===== config.mk =====
export PLATFORM = sky130hd
export DESIGN_NAME = gerador_comandos
export DESIGN_NICKNAME = d
export VERILOG_FILES = /design/src/rtl/gerador_comandos_pkg.sv /design/src/rtl/filtro_debounce.sv /design/src/rtl/gerador_comandos.sv
export SDC_FILE = /design/constraint.sdc
export NUM_CORES = 1
export LEC_CHECK = 0
export CAP_MARGIN = 20
export CORE_UTILIZATION = 55
export DETAILED_ROUTE_END_ITERATION = 10
export PLACE_DENSITY = 0.82
export SYNTH_ARGS = -nofsm -noshare
export SYNTH_HDL_FRONTEND = slang
export SYNTH_SLANG_ARGS = --single-unit

===== constraint.sdc =====
create_clock -name clk -period 2 [get_ports clk]
set_clock_uncertainty 0.15 [all_clocks]
set_input_delay 0.4 -clock clk [delete_from_list [all_inputs] [get_ports clk]]
set_output_delay 0.4 -clock clk [all_outputs]
set_load 0.01 [all_outputs]

===== src/rtl/gerador_comandos_pkg.sv =====
// Shared types for the lighting-control command generator.
package pkg_comandos;

    typedef enum logic [1:0] {
        OCIOSO      = 2'd0,
        PRESSIONADO = 2'd1,
        SEGURANDO   = 2'd2
    } estado_t;

endpackage


===== src/rtl/filtro_debounce.sv =====
// Two-flop synchronizer followed by a run-length debounce filter.
module filtro_debounce #(
    parameter int unsigned DEBOUNCE_CYC = 1000
) (
    input  logic clk,
    input  logic rst,
    input  logic entrada,
    output logic saida
);

    localparam int unsigned CW = (DEBOUNCE_CYC > 1) ? $clog2(DEBOUNCE_CYC) : 1;

    logic          sync1;
    logic          sync2;
    logic [CW-1:0] cnt;

    always_ff @(posedge clk) begin
        if (rst) begin
            sync1 <= 1'b0;
            sync2 <= 1'b0;
            saida <= 1'b0;
            cnt   <= '0;
        end else begin
            sync1 <= entrada;
            sync2 <= sync1;
            // Any sample agreeing with the stable level restarts the run.
            if (sync2 != saida) begin
                if (cnt == CW'(DEBOUNCE_CYC - 1)) begin
                    saida <= sync2;
                    cnt   <= '0;
                end else begin
                    cnt <= cnt + CW'(1);
                end
            end else begin
                cnt <= '0;
            end
        end
    end

endmodule


===== src/rtl/gerador_comandos.sv =====
// Builds the a/b/c/d commands for the lighting FSM from button, sensor and auto-off timer.
module gerador_comandos
    import pkg_comandos::*;
#(
    parameter int unsigned DEBOUNCE_CYC   = 1000,
    parameter int unsigned LONG_PRESS_CYC = 300000,
    parameter int unsigned TIMEOUT_CYC    = 500000
) (
    input  logic clk,
    input  logic rst,
    input  logic botao,
    input  logic sensor,
    input  logic enable_sub_3,
    output logic a,
    output logic b,
    output logic c,
    output logic d
);

    localparam int unsigned PW = (LONG_PRESS_CYC > 1) ? $clog2(LONG_PRESS_CYC) : 1;
    localparam int unsigned TW = (TIMEOUT_CYC > 1) ? $clog2(TIMEOUT_CYC) : 1;

    logic bt;
    logic presenca;

    filtro_debounce #(.DEBOUNCE_CYC(DEBOUNCE_CYC)) u_filtro_botao (
        .clk(clk), .rst(rst), .entrada(botao), .saida(bt)
    );

    filtro_debounce #(.DEBOUNCE_CYC(DEBOUNCE_CYC)) u_filtro_sensor (
        .clk(clk), .rst(rst), .entrada(sensor), .saida(presenca)
    );

    always_ff @(posedge clk) begin
        if (rst) d <= 1'b0;
        else     d <= presenca;
    end

    estado_t       estado, prox_estado;
    logic [PW-1:0] cnt_press, prox_cnt;
    logic          a_prox, b_prox;
    logic          longo;

    assign longo = (cnt_press == PW'(LONG_PRESS_CYC - 1));

    always_ff @(posedge clk) begin
        if (rst) begin
            estado    <= OCIOSO;
            cnt_press <= '0;
            a         <= 1'b0;
            b         <= 1'b0;
        end else begin
            estado    <= prox_estado;
            cnt_press <= prox_cnt;
            a         <= a_prox;
            b         <= b_prox;
        end
    end

    always_comb begin
        prox_estado = estado;
        prox_cnt    = cnt_press;
        unique case (estado)
            OCIOSO: begin
                if (bt) begin
                    prox_estado = PRESSIONADO;
                    prox_cnt    = '0;
                end
            end
            PRESSIONADO: begin
                if (!bt)        prox_estado = OCIOSO;
                else if (longo) prox_estado = SEGURANDO;
                else            prox_cnt    = cnt_press + PW'(1);
            end
            SEGURANDO: begin
                if (!bt) prox_estado = OCIOSO;
            end
            default: prox_estado = OCIOSO;
        endcase
    end

    // Pulses are computed here and registered with the state so a/b come straight from flops.
    always_comb begin
        a_prox = 1'b0;
        b_prox = 1'b0;
        if (estado == PRESSIONADO) begin
            a_prox = bt && longo;
            b_prox = !bt;
        end
    end

    logic [TW-1:0] cnt_tempo;

    always_ff @(posedge clk) begin
        if (rst || !enable_sub_3 || d) begin
            cnt_tempo <= '0;
            c         <= 1'b0;
        end else if (cnt_tempo == TW'(TIMEOUT_CYC - 1)) begin
            cnt_tempo <= '0;
            c         <= 1'b1;
        end else begin
            cnt_tempo <= cnt_tempo + TW'(1);
            c         <= 1'b0;
        end
    end

endmodule


# Word level (Yosys, flattened, before mapping)
# Cells that the tools add are included.
# classes
add_sub_neg,4
order_cmp,0
n_mul,0
reduce_logical,15
eq_ne,13
muxes,10
bitwise,3
n_div,0
shifts,0
# op_table
cell,n
$mux W19,3
$add A19 B1 Y19 const B,2
$eq A19 B19 Y1 const B,2
$pmux W19 S2,1
$add A10 B1 Y10 const B,2
$eq A10 B10 Y1 const B,2
$mux W2,4
$pmux W2 S3,1
$reduce_or A3 Y1,2
$ne A2 B1 Y1 const B,2
$ne A2 B2 Y1 const B,2
$reduce_and A2 Y1,2
$reduce_and A4 Y1,1
$reduce_or A2 Y1,2
$ne A3 B3 Y1 const B,1
$not A1 Y1,3
$reduce_and A3 Y1,1
$eq A2 B1 Y1 const B,1
$eq A2 B2 Y1 const B,1
$logic_not A1 Y1,2
$logic_not A2 Y1,1
$logic_or A1 B1 Y1,2
$ne A1 B1 Y1,2
$reduce_bool A2 Y1,1
2 further kinds,2
# word_totals
memories,0
input_bits,5
ramBits,0
latch_bits,0
reg_bits,70
out_inout_bits,4
rom_bits,0
word_cells,60

# Longest topological paths before layout
# Gate-level depths: netlist of the first run.
# logic_depth
ltp_word,4
mapped_depth,7

# Hierarchy
# Synthesis of the first run repeated with hierarchy kept, for this count alone.
# hier_totals
hier_cells,338
area_unflattened_um2,3059.2
# by_module_without_submodules
mod,area_per_inst_um2,cells_each,n_inst
gerador_comandos,1973.1,220,1
filtro_debounce,543.0,59,2

# Worst setup path before layout of the first run
# No wires, ideal clock.
# synth_timing
path_kind,reg2reg
start,register cnt_press[13]
end,register cnt_press[0]
path_stages_with_launch,7
t_required_ns,1.729
setup_slack_ns,-0.029
setup_ns,0.121
t_arrival_ns,1.758
cell_sequence,dfxtp_1 -> or4_4 -> nor4_4 -> a31o_4 -> buf_12 -> nor2_4 -> mux2_2
# synth_via
elab_chain_len,3
# synth_rtl
element,line,rtl
"start, declared",gerador_comandos.sv:40,"logic [PW-1:0] cnt_press, prox_cnt;"
"start signal, assigned",gerador_comandos.sv:54,cnt_press <= prox_cnt;
$eq A19 B19 Y1,gerador_comandos.sv:44,assign longo = (cnt_press == PW'(LONG_PRESS_CYC - 1));
$ne A2 B2 Y1 (no source line),--,
$reduce_and A4 Y1 (no source line),--,
# No other way between the ends.
# A chain may end at the register's enable or synchronous reset.

# Final worst setup path of the first run
# Same ends and word-level chain as after synthesis.

==> impl_summary.txt, run 1 <==
----------------------------------------------------
[Timing]
  Final Hold Violating Endpoints ... 0
  Sum of negative setup slack ... -0.0685 ns
  Period utilisation layout ... 101%
  Relative slew slack ... 64.5%
  Total of endpoints with negative setup slack in the final report ... 6
  Minimum clock period ... 2.02 ns
  Worst slew pin tran ... 0.531 ns
  Final Max Slew Viols ... 0
  Highest achievable clock rate ... 0.495 GHz
  RSZ-0062 raised after global routing ... true
  Final hold slack ... 0.298 ns
  Crit path setup slack, layout ... -0.0194 ns

[Routing]
  Residual DRC ... 0
  Count of nets left with antenna violations after detail routing ... 0
  Initial DRC Count ... 115
  Via-to-Cell Ratio ... 5.60
  Detailed Route WL ... 6.91 mm
  Via Count ... 2647
  First-pass iteration count of the detailed router ... 5
  Per-cell routed wire length ... 14.6 um

[Power]
  Power density of the placed cells ... 690 nW/um^2
  Tot Pwr ... 2.68 mW
  Leakage ... 1.47 nW
  Worst IR drop on VDD ... 0.449 mV

[Job]
  MaxCap Viol Count ... 0

[CTS]
  Clock sinks ... 70
  Clock tree from TritonCTS ... yes
  Hold-fix buffer count after cts ... 0
  Insertion delay to the later sink of the worst-skew pair ... 0.34 ns
  Clk root buf ... sky130_fd_sc_hd__clkbuf_8
  Clock-pin slew on the worst setup and hold paths ... 0.08 ns
  Maximum buffer depth of the clock tree ... 2
  Number of levels the H-tree was split into ... 3
  Number of buffers created by CTS ... 9

[Die]
  Die height ... 77.2 um
  Die area ... 5970 sq um
  Top-Level Pins ... 9
  Initial Util ... 56.9%
  Std-Cell Core Area ... 5470 sq um
  Die W ... 77.2 um
  # rows ... 27

[Yosys]
  Cell area after synthesis ... 3110 sq um
  Share of synthesized cell area in and, or, nand and nor gates ... 30.9%
  Post-synthesis area per instance ... 9.05 sq um
  Combinational family with the most area after synthesis ... simple AND/OR/NAND/NOR gates
  Unique masters post-synth ... 55
  Xor-xnor portion of the synthesized cell area ... 8.72%
  Count of flip-flops with a built-in enable after synthesis ... 0
  Syn_nets ... 353
  Multiplexer fraction of the synthesized cell area ... 1.00%
  Register area share after synthesis ... 45.0%
  Number of warnings issued by yosys ... 0
  Area share of fa/ha/maj cells after synthesis ... 1.61%
  Instance count of the mapped netlist ... 344
  Number of register bits inferred by synthesis ... 70
  Complex-gate fraction of the synthesized area ... 10.2%
  Share of flip-flops with an asynchronous set or reset after synthesis ... 0%
  Top_reg_cell synth ... sky130_fd_sc_hd__dfxtp_1

[Setup path]
  R2r endpoint ... cnt_press[0]
  Maximum fanout encountered on the critical timing path ... 6
  Termination of the worst setup path ... cnt_press[0]
  Worst Reg2Reg Path Length in Cells ... 6
  Family with the most delay on the worst path ... simple AND/OR/NAND/NOR gates
  Total number of cells along the worst setup path ... 6
  Reg2reg setup slack ... -0.02 ns
  Cells along the critical path ... or4_4, nor4_4, buf_4, a31o_4, nor2_4, mux2_2
  WP data arrival ... 2.10 ns
  Startpoint of the most critical setup path ... cnt_press[13]
  Number of buffer and inverter instances along the worst setup path ... 1
  Critical path type ... reg -> reg
  Required time reported for the critical path endpoint ... 2.08 ns
  Critical path launch point type ... flip-flop
  Critical Path Max Stage Delay ... 0.54 ns
  Launch point of the worst reg-to-reg path ... cnt_press[13]
  Endpoint class of the critical path ... flip-flop
  Critical path's slowest cell ... sky130_fd_sc_hd__or4_4

[GRT]
  Via count of the first global-routing pass ... 2504
  Antenna violations before repair ... 0
  Largest net degree at the start of global routing ... 19
  Global route total overflow ... 0
  Overall global routing resource usage ... 22.9%
  Wire length of the first global-routing pass ... 10.9 mm

[Placement]
  Input/output buffers ... 8
  Gpl congestion ... 0.959
  Post-detailed-placement half-perimeter wirelength ... 4.53 mm
  Post-place instance area ... 3520 sq um

[Cells and area]
  Post-route cell area ... 3880 sq um
  Fraction of the core area covered by cells at the end of the flow ... 70.9%
  Proportion of layout cells with a drive suffix above 1 ... 22.2%
  Number of inserted diodes ... 0
  Filler Cells Inserted ... 393
  Synth-to-layout area growth ... 24.6%
  Final-stage net count ... 405

[Status]
  Run status ... finished with violations
  Violated checks ... setup timing

[Hold path]
  Tightest Hold Check Type ... reg -> reg

----------------------------------------------------
## worst min-delay path by stage
stage                                      start                endpoint  slack (ns)  cells past startpoint
final                     u_filtro_sensor.cnt[0]  u_filtro_sensor.cnt[0]        0.30                      1
after global routing       u_filtro_sensor.sync1   u_filtro_sensor.sync2        0.32                      1
after CTS                  u_filtro_botao.cnt[0]   u_filtro_botao.cnt[0]        0.30                      1
after detailed placement    u_filtro_botao.sync1    u_filtro_botao.sync2        0.28                      1
after global placement     u_filtro_sensor.sync1   u_filtro_sensor.sync2        0.27                      1
after floorplan           u_filtro_sensor.cnt[0]  u_filtro_sensor.cnt[0]        0.26                      1
## cells in the mapped netlist (3+ instances only)
| master | number | area [sq um] |
|---|---|---|
| sky130_fd_sc_hd__a41oi_1 | 3 | 26.3 |
| sky130_fd_sc_hd__xor2_1 | 19 | 166 |
| sky130_fd_sc_hd__nand2_1 | 29 | 109 |
| sky130_fd_sc_hd__or3_1 | 4 | 25.0 |
| sky130_fd_sc_hd__nand4_1 | 13 | 81.3 |
| sky130_fd_sc_hd__nor4b_1 | 3 | 26.3 |
| sky130_fd_sc_hd__and3_1 | 18 | 113 |
| sky130_fd_sc_hd__a21oi_1 | 11 | 55.1 |
| sky130_fd_sc_hd__nor2_1 | 52 | 195 |
| sky130_fd_sc_hd__xnor2_1 | 12 | 105 |
| sky130_fd_sc_hd__inv_1 | 3 | 11.3 |
| sky130_fd_sc_hd__dfxtp_1 | 70 | 1400 |
| sky130_fd_sc_hd__nor3_1 | 3 | 15.0 |
| sky130_fd_sc_hd__o21ai_0 | 9 | 45.0 |
| sky130_fd_sc_hd__a31oi_1 | 8 | 50.1 |
| sky130_fd_sc_hd__nor4_1 | 5 | 31.3 |
| sky130_fd_sc_hd__clkbuf_1 | 4 | 15.0 |
| sky130_fd_sc_hd__a22o_2 | 3 | 30.0 |
| sky130_fd_sc_hd__nand2b_1 | 4 | 25.0 |
| sky130_fd_sc_hd__ha_1 | 4 | 50.1 |
| sky130_fd_sc_hd__nand3_1 | 17 | 85.1 |
| sky130_fd_sc_hd__nor2b_1 | 8 | 50.1 |
## where the power goes
part	internal (mW)	leakage, nW	total (mW)	switching (mW)
sequential	1.40	0.566	1.40	0.00425
clock	0.680	0.105	1.22	0.538
combinational	0.0254	0.803	0.0564	0.0309
## cell type report
cell class / count / area [sq um] / share of cell area, %
clock buffers: 12 / 165 / 4.26
clock inverters: 4 / 53.8 / 1.39
inverters: 4 / 15.0 / 0.387
multi-input cells: 263 / 1750 / 45.1
flip-flops and latches: 70 / 1410 / 36.2
well taps: 72 / 90.1 / 2.32
repair buffers: 48 / 400 / 10.3
## stage by stage
stage               worst slack (ns)  std cells
detailed placement           -0.0370        455
global placement             0.00576        455
global route                 -0.0796        473
finish                       -0.0194        473
CTS                          -0.0361        472
floorplan                     0.0257        344
## repair_timing
| action | 4_1_cts | 5_1_grt |
|---|---|---|
| pin swaps | 3 | 10 |
| gates cloned | 1 | 0 |
| gates resized for setup | 2 | 23 |
| setup buffers | 0 | 1 |
| setup endpoints to repair | 11 | 16 |
## sequential cells by signal (all words and copies together) (netlist names), 2 cells and up
register	count
cnt_press	19
cnt_tempo	19
estado	2
u_filtro_botao.cnt	10
u_filtro_sensor.cnt	10
## kinds of logic after synthesis
group | Yosys count
compound gates | 46
flops | 70
mux | 3
fa+ha+maj | 4
simple gates | 178
xor+xnor | 31
buf+inv | 12
## layer usage
layer,global-route usage [%],vias to the layer above,wire [um]
met1,27.2,1224,3000
li1,-,1334,-
met2,40.2,66,3510
met4,9.06,0,142
met5,0,-,0
met3,4.40,23,252
## placed cells by master, fill, tap and decap left out, types with 3 or more instances in the layout
master                            count
sky130_fd_sc_hd__nor2_1              51
sky130_fd_sc_hd__buf_4               37
sky130_fd_sc_hd__nand2b_1             4
sky130_fd_sc_hd__dfxtp_1             67
sky130_fd_sc_hd__nor2b_1              8
sky130_fd_sc_hd__a22o_4               3
sky130_fd_sc_hd__xnor2_1             12
sky130_fd_sc_hd__ha_1                 3
sky130_fd_sc_hd__dfxtp_2              3
sky130_fd_sc_hd__nor4_1               4
sky130_fd_sc_hd__xor2_1              19
sky130_fd_sc_hd__a31oi_1              8
sky130_fd_sc_hd__a41oi_1              3
sky130_fd_sc_hd__a21oi_2              3
sky130_fd_sc_hd__nand2_1             28
sky130_fd_sc_hd__clkbuf_8            12
sky130_fd_sc_hd__clkdlybuf4s50_1      8
sky130_fd_sc_hd__inv_1                3
sky130_fd_sc_hd__nor4b_1              3
sky130_fd_sc_hd__or3_1                4
sky130_fd_sc_hd__and3_1              18
sky130_fd_sc_hd__nand4_1             13
sky130_fd_sc_hd__nand3_1             17
sky130_fd_sc_hd__o21ai_0              8
sky130_fd_sc_hd__a21oi_1              8
(Power assumes the default switching activity.)
==> run 2: changes to the inputs <==
Settings changed: TNS_END_PERCENT from default to 1.
==> impl_summary.txt, run 2 (synthesized netlist as in run 1, its figures left out) <==
----------------------------------------------------
[Routing]
  Via-to-Cell Ratio ... 5.60 (about the same)
  Count of nets left with antenna violations after detail routing ... 0 (unchanged)
  Wire length on met2 ... 3.46 mm (-1.7%)
  Detailed-routed wire length on met3 ... 241 um (-4.4%)
  Residual DRC ... 0 (unchanged)
  Detailed Route WL ... 6.72 mm (-2.8%)
  First-pass iteration count of the detailed router ... 5 (unchanged)
  Routed metal-1 wire length ... 2.92 mm (-2.6%)
  Initial DRC Count ... 114 (-0.87%)
  Top sig layer ... met4
  Via Count ... 2658 (+0.42%)
  Per-cell routed wire length ... 14.1 um (-3.2%)

[Timing]
  Period utilisation layout ... 102% (+0.64 points)
  RSZ-0062 raised after global routing ... true
  Total of endpoints with negative setup slack in the final report ... 10 (+4)
  Final Hold Violating Endpoints ... 0 (unchanged)
  Final Max Slew Viols ... 0 (unchanged)
  Worst slew pin tran ... 0.555 ns (+0.0237 ns)
  Crit path setup slack, layout ... -0.0321 ns (-0.0127 ns)
  Highest achievable clock rate ... 0.492 GHz (-0.63%)
  Final hold slack ... 0.298 ns (+0.0000370 ns)
  Sum of negative setup slack ... -0.194 ns (-0.125 ns)
  Minimum clock period ... 2.03 ns (+0.0127 ns)
  Relative slew slack ... 62.9% (-1.6 points)

[Setup path]
  Required time reported for the critical path endpoint ... 2.12 ns (+0.04 ns)
  Cell repeated most along the worst path ... sky130_fd_sc_hd__buf_4
  Reg2reg setup slack ... -0.03 ns (about the same)
  Critical path type ... reg -> reg
  Endpoint class of the critical path ... flip-flop
  Family with the most delay on the worst path ... simple AND/OR/NAND/NOR gates
  Maximum fanout encountered on the critical timing path ... 6 (unchanged)
  Startpoint of the most critical setup path ... cnt_press[14]
  Critical path's slowest cell ... sky130_fd_sc_hd__or4_4
  Number of buffer and inverter instances along the worst setup path ... 2 (+1)
  Critical path launch point type ... flip-flop
  Critical Path Max Stage Delay ... 0.54 ns (about the same)
  Cells along the critical path ... or4_4, nor4_4, buf_4, a31o_4, buf_4, o21ai_0, a21oi_2
  WP data arrival ... 2.15 ns (+0.05 ns)
  Launch point of the worst reg-to-reg path ... cnt_press[14]

[GRT]
  Overall global routing resource usage ... 22.9% (unchanged)
  Global route total overflow ... 0 (unchanged)
  Antenna violations before repair ... 0 (unchanged)
  Largest net degree at the start of global routing ... 19 (unchanged)
  Wire length of the first global-routing pass ... 10.9 mm (unchanged)
  Via count of the first global-routing pass ... 2504 (unchanged)

[Power]
  Internal power ... 2.10 mW (-0.12%)
  Clock group share of total power ... 45.4% (about the same)
  Worst IR drop on VDD ... 0.449 mV (about the same)
  Combinational share of power ... 1.9% (-0.2 points)
  Power density of the placed cells ... 697 nW/um^2 (+0.91%)
  Leakage ... 1.46 nW (-0.94%)
  Fraction of power consumed by sequential logic ... 52.7% (+0.3 points)
  Net switching power ... 0.562 mW (-2.0%)
  Share of total power consumed by net switching ... 21.1% (-0.31 points)

[CTS]
  Maximum buffer depth of the clock tree ... 2 (unchanged)
  Clock-pin slew on the worst setup and hold paths ... 0.08 ns (about the same)
  Number of buffers created by CTS ... 9 (unchanged)
  Clock sinks ... 70 (unchanged)
  Clock tree from TritonCTS ... yes
  Number of levels the H-tree was split into ... 3 (unchanged)
  Insertion delay to the later sink of the worst-skew pair ... 0.34 ns (about the same)
  Clk root buf ... sky130_fd_sc_hd__clkbuf_8

[Cells and area]
  Commonest non-fill, non-tap cell in the layout ... sky130_fd_sc_hd__dfxtp_1
  Synth-to-layout area growth ... 22.8%
  Proportion of layout cells with a drive suffix above 1 ... 21.1% (-1.1 points)
  Final-stage net count ... 407 (+0.49%)
  Largest registers ... cnt_press (19), cnt_tempo (19)
  Finished Layout Cells ... 475 (+0.42%)
  Fraction of the core area covered by cells at the end of the flow ... 69.9% (-1.0 points)
  Commonest cells after routing, fill and taps aside ... sky130_fd_sc_hd__dfxtp_1, sky130_fd_sc_hd__nor2_1, sky130_fd_sc_hd__buf_4
  Number of inserted diodes ... 0 (unchanged)

[Job]
  MaxCap Viol Count ... 0 (unchanged)

[Die]
  Initial Util ... 56.9% (unchanged)
  Die W ... 77.2 um (unchanged)
  Top-Level Pins ... 9 (unchanged)
  Std-Cell Core Area ... 5470 sq um (unchanged)
  # rows ... 27 (unchanged)
  Die area ... 5970 sq um (unchanged)
  Die height ... 77.2 um (unchanged)

[Placement]
  Gpl congestion ... 0.959 (unchanged)
  Post-detailed-placement half-perimeter wirelength ... 4.53 mm (unchanged)
  Number of cells after detailed placement ... 455 (unchanged)
  Input/output buffers ... 8 (unchanged)

[Status]
  Violated checks ... setup timing
  Run status ... finished with violations

[Hold path]
  Tightest Hold Check Type ... reg -> reg
  Beginning of the worst hold path ... u_filtro_sensor.cnt[0]

----------------------------------------------------
run 2: cell count changes in the layout (fill, tap and decap cells not counted), moves of 2 or more:
cell | before | now
sky130_fd_sc_hd__buf_4 | 37 | 40
sky130_fd_sc_hd__a22o_2 | 0 | 3
sky130_fd_sc_hd__a22o_4 | 3 | 0
sky130_fd_sc_hd__dfxtp_2 | 3 | 1
sky130_fd_sc_hd__dfxtp_1 | 67 | 69
run 2: routing by layer:
layer  vias to the layer above  GRT usage, %
met5                         -             0
met4                         0          9.06
met3                        12          4.40
met2                        58          40.2
met1                      1242          27.2
li1                       1346             -
run 2: layout make-up:
type                    instances  area [sq um]
well taps                      72          90.1
multi-input cells             263          1690
clock inverters                 4          53.8
clock buffers                  12           165
flip-flops and latches         70          1400
fillers                       408          1650
repair buffers                 50           412
inverters                       4          15.0
run 2: worst paths after layout:
path | endpoint | cells after the start
max | cnt_press[3] | 7
min | u_filtro_sensor.cnt[0] | 1
max reg2reg | cnt_press[3] | 7
min reg2reg | u_filtro_sensor.cnt[0] | 1
run 2: metrics by stage:
stage | instance area (sq um) | total power, mW | worst slack [ns]
finish | 3820 | 2.67 | -0.0321
detailed placement | 3520 | 1.49 | -0.0370
floorplan | 3110 | 1.47 | 0.0257
global route | 3820 | 2.74 | -0.112
CTS | 3770 | 2.69 | -0.0361
global placement | 3520 | 1.49 | 0.00576
run 2: power groups by stage:
stage	sequential [mW]	combinational, mW	clock [mW]
floorplan	1.44	0.0305	0
global placement	1.44	0.0507	0
detailed placement	1.44	0.0518	0
CTS	1.40	0.0521	1.23
global route	1.40	0.0578	1.28
finish	1.40	0.0517	1.21
run 2: worst register-to-register path: stages, from the launching register on:
cell                      delay, ns
sky130_fd_sc_hd__dfxtp_1       0.31
sky130_fd_sc_hd__or4_4         0.54
sky130_fd_sc_hd__nor4_4        0.18
sky130_fd_sc_hd__buf_4         0.18
sky130_fd_sc_hd__a31o_4        0.23
sky130_fd_sc_hd__buf_4         0.15
sky130_fd_sc_hd__o21ai_0       0.10
sky130_fd_sc_hd__a21oi_2       0.13
run 2: what timing repair did:
action	CTS	global route
setup endpoints to repair	11	16
pin swaps	2	7
hold buffers	0	0
resized for setup	2	8
buffers inserted	0	3
cloned	1	0
endpoints found under the hold margin	0	0
==> run 3: changes to the inputs <==
Settings changed: CORE_UTILIZATION 55 to 60, PLACE_DENSITY 0.82 to 0.85.
Clock period 2 ns to 1.9 ns, I/O delays scaled along.
==> impl_summary.txt, run 3 (synthesized netlist as in run 1, its figures left out) <==
----------------------------------------------------
[Timing]
  Final Max Slew Viols ... 0 (unchanged)
  Relative slew slack ... 70.2% (+7.4 points)
  Minimum clock period ... 2.09 ns (+0.0543 ns)
  Final Hold Violating Endpoints ... 0 (unchanged)
  RSZ-0062 raised after global routing ... true
  Period utilisation layout ... 110% (+8.2 points)
  Total of endpoints with negative setup slack in the final report ... 18 (+8)
  Crit path setup slack, layout ... -0.186 ns (-0.154 ns)
  Highest achievable clock rate ... 0.479 GHz (-2.6%)
  Sum of negative setup slack ... -1.83 ns (-1.64 ns)
  Worst slew pin tran ... 0.445 ns (-0.109 ns)

[Power]
  Share of total power consumed by net switching ... 24.1% (+3.0 points)
  Leakage ... 1.45 nW (-0.80%)
  Net switching power ... 0.628 mW (+12%)
  Combinational share of power ... 2.2% (+0.3 points)
  Internal power ... 1.97 mW (-6.2%)
  Fraction of power consumed by sequential logic ... 56.8% (+4.1 points)
  Clock group share of total power ... 41.0% (-4.4 points)
  Tot Pwr ... 2.60 mW (-2.5%)
  Power density of the placed cells ... 691 nW/um^2 (-0.77%)
  Worst IR drop on VDD ... 0.591 mV (+32%)

[Placement]
  Input/output buffers ... 8 (unchanged)
  Post-place instance area ... 3540 sq um (+0.32%)
  Gpl congestion ... 0.948 (-1.1%)
  Post-detailed-placement half-perimeter wirelength ... 4.74 mm (+4.6%)
  Post-Place Worst Slack ... -0.171 ns (-0.134 ns)

[Setup path]
  WP data arrival ... 2.18 ns (+0.03 ns)
  R2r endpoint ... cnt_press[14]
  Launch point of the worst reg-to-reg path ... cnt_press[17]
  Critical path type ... reg -> reg
  Maximum fanout encountered on the critical timing path ... 7 (+1)
  Termination of the worst setup path ... cnt_press[14]
  Required time reported for the critical path endpoint ... 1.99 ns (-0.13 ns)
  Reg2reg setup slack ... -0.19 ns (-0.15 ns)
  Endpoint class of the critical path ... flip-flop
  Startpoint of the most critical setup path ... cnt_press[17]
  Critical path launch point type ... flip-flop
  Worst Reg2Reg Path Length in Cells ... 6 (-1)

[Routing]
  Per-cell routed wire length ... 14.9 um (+5.4%)
  Via-to-Cell Ratio ... 5.87 (+4.9%)
  Count of nets left with antenna violations after detail routing ... 0 (unchanged)
  First-pass iteration count of the detailed router ... 4 (-1)
  Detailed Route WL ... 6.99 mm (+4.0%)
  Via Count ... 2752 (+3.5%)
  Residual DRC ... 0 (unchanged)
  Initial DRC Count ... 161 (+41%)

[GRT]
  Wire length of the first global-routing pass ... 11.1 mm (+1.9%)
  Via count of the first global-routing pass ... 2519 (+0.60%)
  Largest net degree at the start of global routing ... 19 (unchanged)
  Overall global routing resource usage ... 27.0% (+4.1 points)
  Global route total overflow ... 0 (unchanged)
  GR Util met1 ... 29.9% (+2.7 points)
  GR Layer Usage met3 ... 10.8% (+6.4 points)
  Met2 Usage GRT ... 46.3% (+6.1 points)
  Busiest grt layer ... met2
  Antenna violations before repair ... 0 (unchanged)

[Cells and area]
  Post-route cell area ... 3760 sq um (-1.7%)
  Largest registers ... cnt_press (19), cnt_tempo (19)
  Commonest non-fill, non-tap cell in the layout ... sky130_fd_sc_hd__dfxtp_1
  Synth-to-layout area growth ... 20.7%
  Fraction of the core area covered by cells at the end of the flow ... 77.5% (+7.7 points)
  Final-stage net count ... 406 (-0.25%)
  Commonest cells after routing, fill and taps aside ... sky130_fd_sc_hd__dfxtp_1, sky130_fd_sc_hd__nor2_1, sky130_fd_sc_hd__buf_4
  Proportion of layout cells with a drive suffix above 1 ... 20.6% (-0.45 points)
  Number of inserted diodes ... 0 (unchanged)
  Filler Cells Inserted ... 335 (-18%)

[CTS]
  Post-CTS Setup Inserts ... 0 (unchanged)
  Maximum buffer depth of the clock tree ... 2 (unchanged)
  Number of levels the H-tree was split into ... 3 (unchanged)
  Clk root buf ... sky130_fd_sc_hd__clkbuf_8
  Insertion delay to the later sink of the worst-skew pair ... 0.36 ns (+0.02 ns)
  Clock-pin slew on the worst setup and hold paths ... 0.08 ns (about the same)
  Clock tree from TritonCTS ... yes
  Number of buffers created by CTS ... 9 (unchanged)
  Hold-fix buffer count after cts ... 0 (unchanged)
  Clock sinks ... 70 (unchanged)

[Die]
  Std-Cell Core Area ... 4850 sq um (-11%)
  # rows ... 25 (-7.4%)
  Die area ... 5480 sq um (-8.1%)
  Die W ... 74.0 um (-4.1%)
  Initial Util ... 64.2% (+7.3 points)
  Die height ... 74.0 um (-4.1%)
  Top-Level Pins ... 9 (unchanged)

[Job]
  MaxCap Viol Count ... 0 (unchanged)

[Status]
  Violated checks ... setup timing
  Run status ... finished with violations

[Hold path]
  Tightest Hold Check Type ... reg -> reg

----------------------------------------------------
[run 3: cell count changes in the layout (fill, tap and decap cells not counted), sizes merged]
cell,previous run,this run
a31o,4,3
bufinv,1,0
clkinv,2,4
clkbuf,12,9
inv,3,4
clkinvlp,2,3
[run 3: power groups by stage]
stage	clock network, mW	registers (mW)	logic (mW)
after floorplan	0	1.51	0.0321
after global placement	0	1.51	0.0525
after detailed placement	0	1.51	0.0539
after CTS	1.08	1.48	0.0547
after global routing	1.15	1.48	0.0625
final	1.06	1.48	0.0573
[run 3: worst max-delay path, stage by stage (launching register included)]
cell and delay (ns):
sky130_fd_sc_hd__dfxtp_2 0.32, sky130_fd_sc_hd__or4_4 0.54, sky130_fd_sc_hd__nor4_4 0.24, sky130_fd_sc_hd__a31oi_2 0.25, sky130_fd_sc_hd__buf_4 0.21, sky130_fd_sc_hd__a41oi_1 0.17, sky130_fd_sc_hd__a31oi_1 0.08
[run 3: worst min path at each step]
stage	cells after the start	startpoint	to
floorplan	1	u_filtro_sensor.cnt[0]	u_filtro_sensor.cnt[0]
global placement	1	u_filtro_sensor.sync1	u_filtro_sensor.sync2
detailed placement	1	u_filtro_botao.sync1	u_filtro_botao.sync2
CTS	1	u_filtro_botao.sync1	u_filtro_botao.sync2
global route	1	u_filtro_botao.sync1	u_filtro_botao.sync2
finish	1	u_filtro_botao.sync1	u_filtro_botao.sync2
[run 3: layout make-up]
cell class / count / area (sq um) / share of cell area (%)
tap: 67 / 83.8 / 2.23
timing repair buffer: 50 / 403 / 10.7
sequential: 70 / 1400 / 37.3
clock inverter: 7 / 50.0 / 1.33
multi-input combinational: 262 / 1680 / 44.7
clock buffer: 9 / 124 / 3.29
inverter: 4 / 15.0 / 0.399
[run 3: what timing repair did]
item,CTS,global route
pin swaps,0,3
resized for setup,2,9
endpoints found under the setup margin,19,20
[run 3: metrics by stage]
| stage | hold WS [ns] | instances |
|---|---|---|
| 6_report | 0.292 | 469 |
| 5_1_grt | 0.316 | 469 |
| 3_5_place_dp | 0.281 | 453 |
| 3_3_place_gp | 0.268 | 453 |
| 2_1_floorplan | 0.263 | 344 |
| 4_1_cts | 0.298 | 469 |
[run 3: per-layer routing]
metal / part of all wire (%) / vias up / wire length (um)
met3: 6.9 / 22 / 484
met2: 49 / 92 / 3440
met5: 0 / - / 0
met4: 2.2 / 0 / 154
li1: - / 1334 / -
met1: 42 / 1304 / 2920
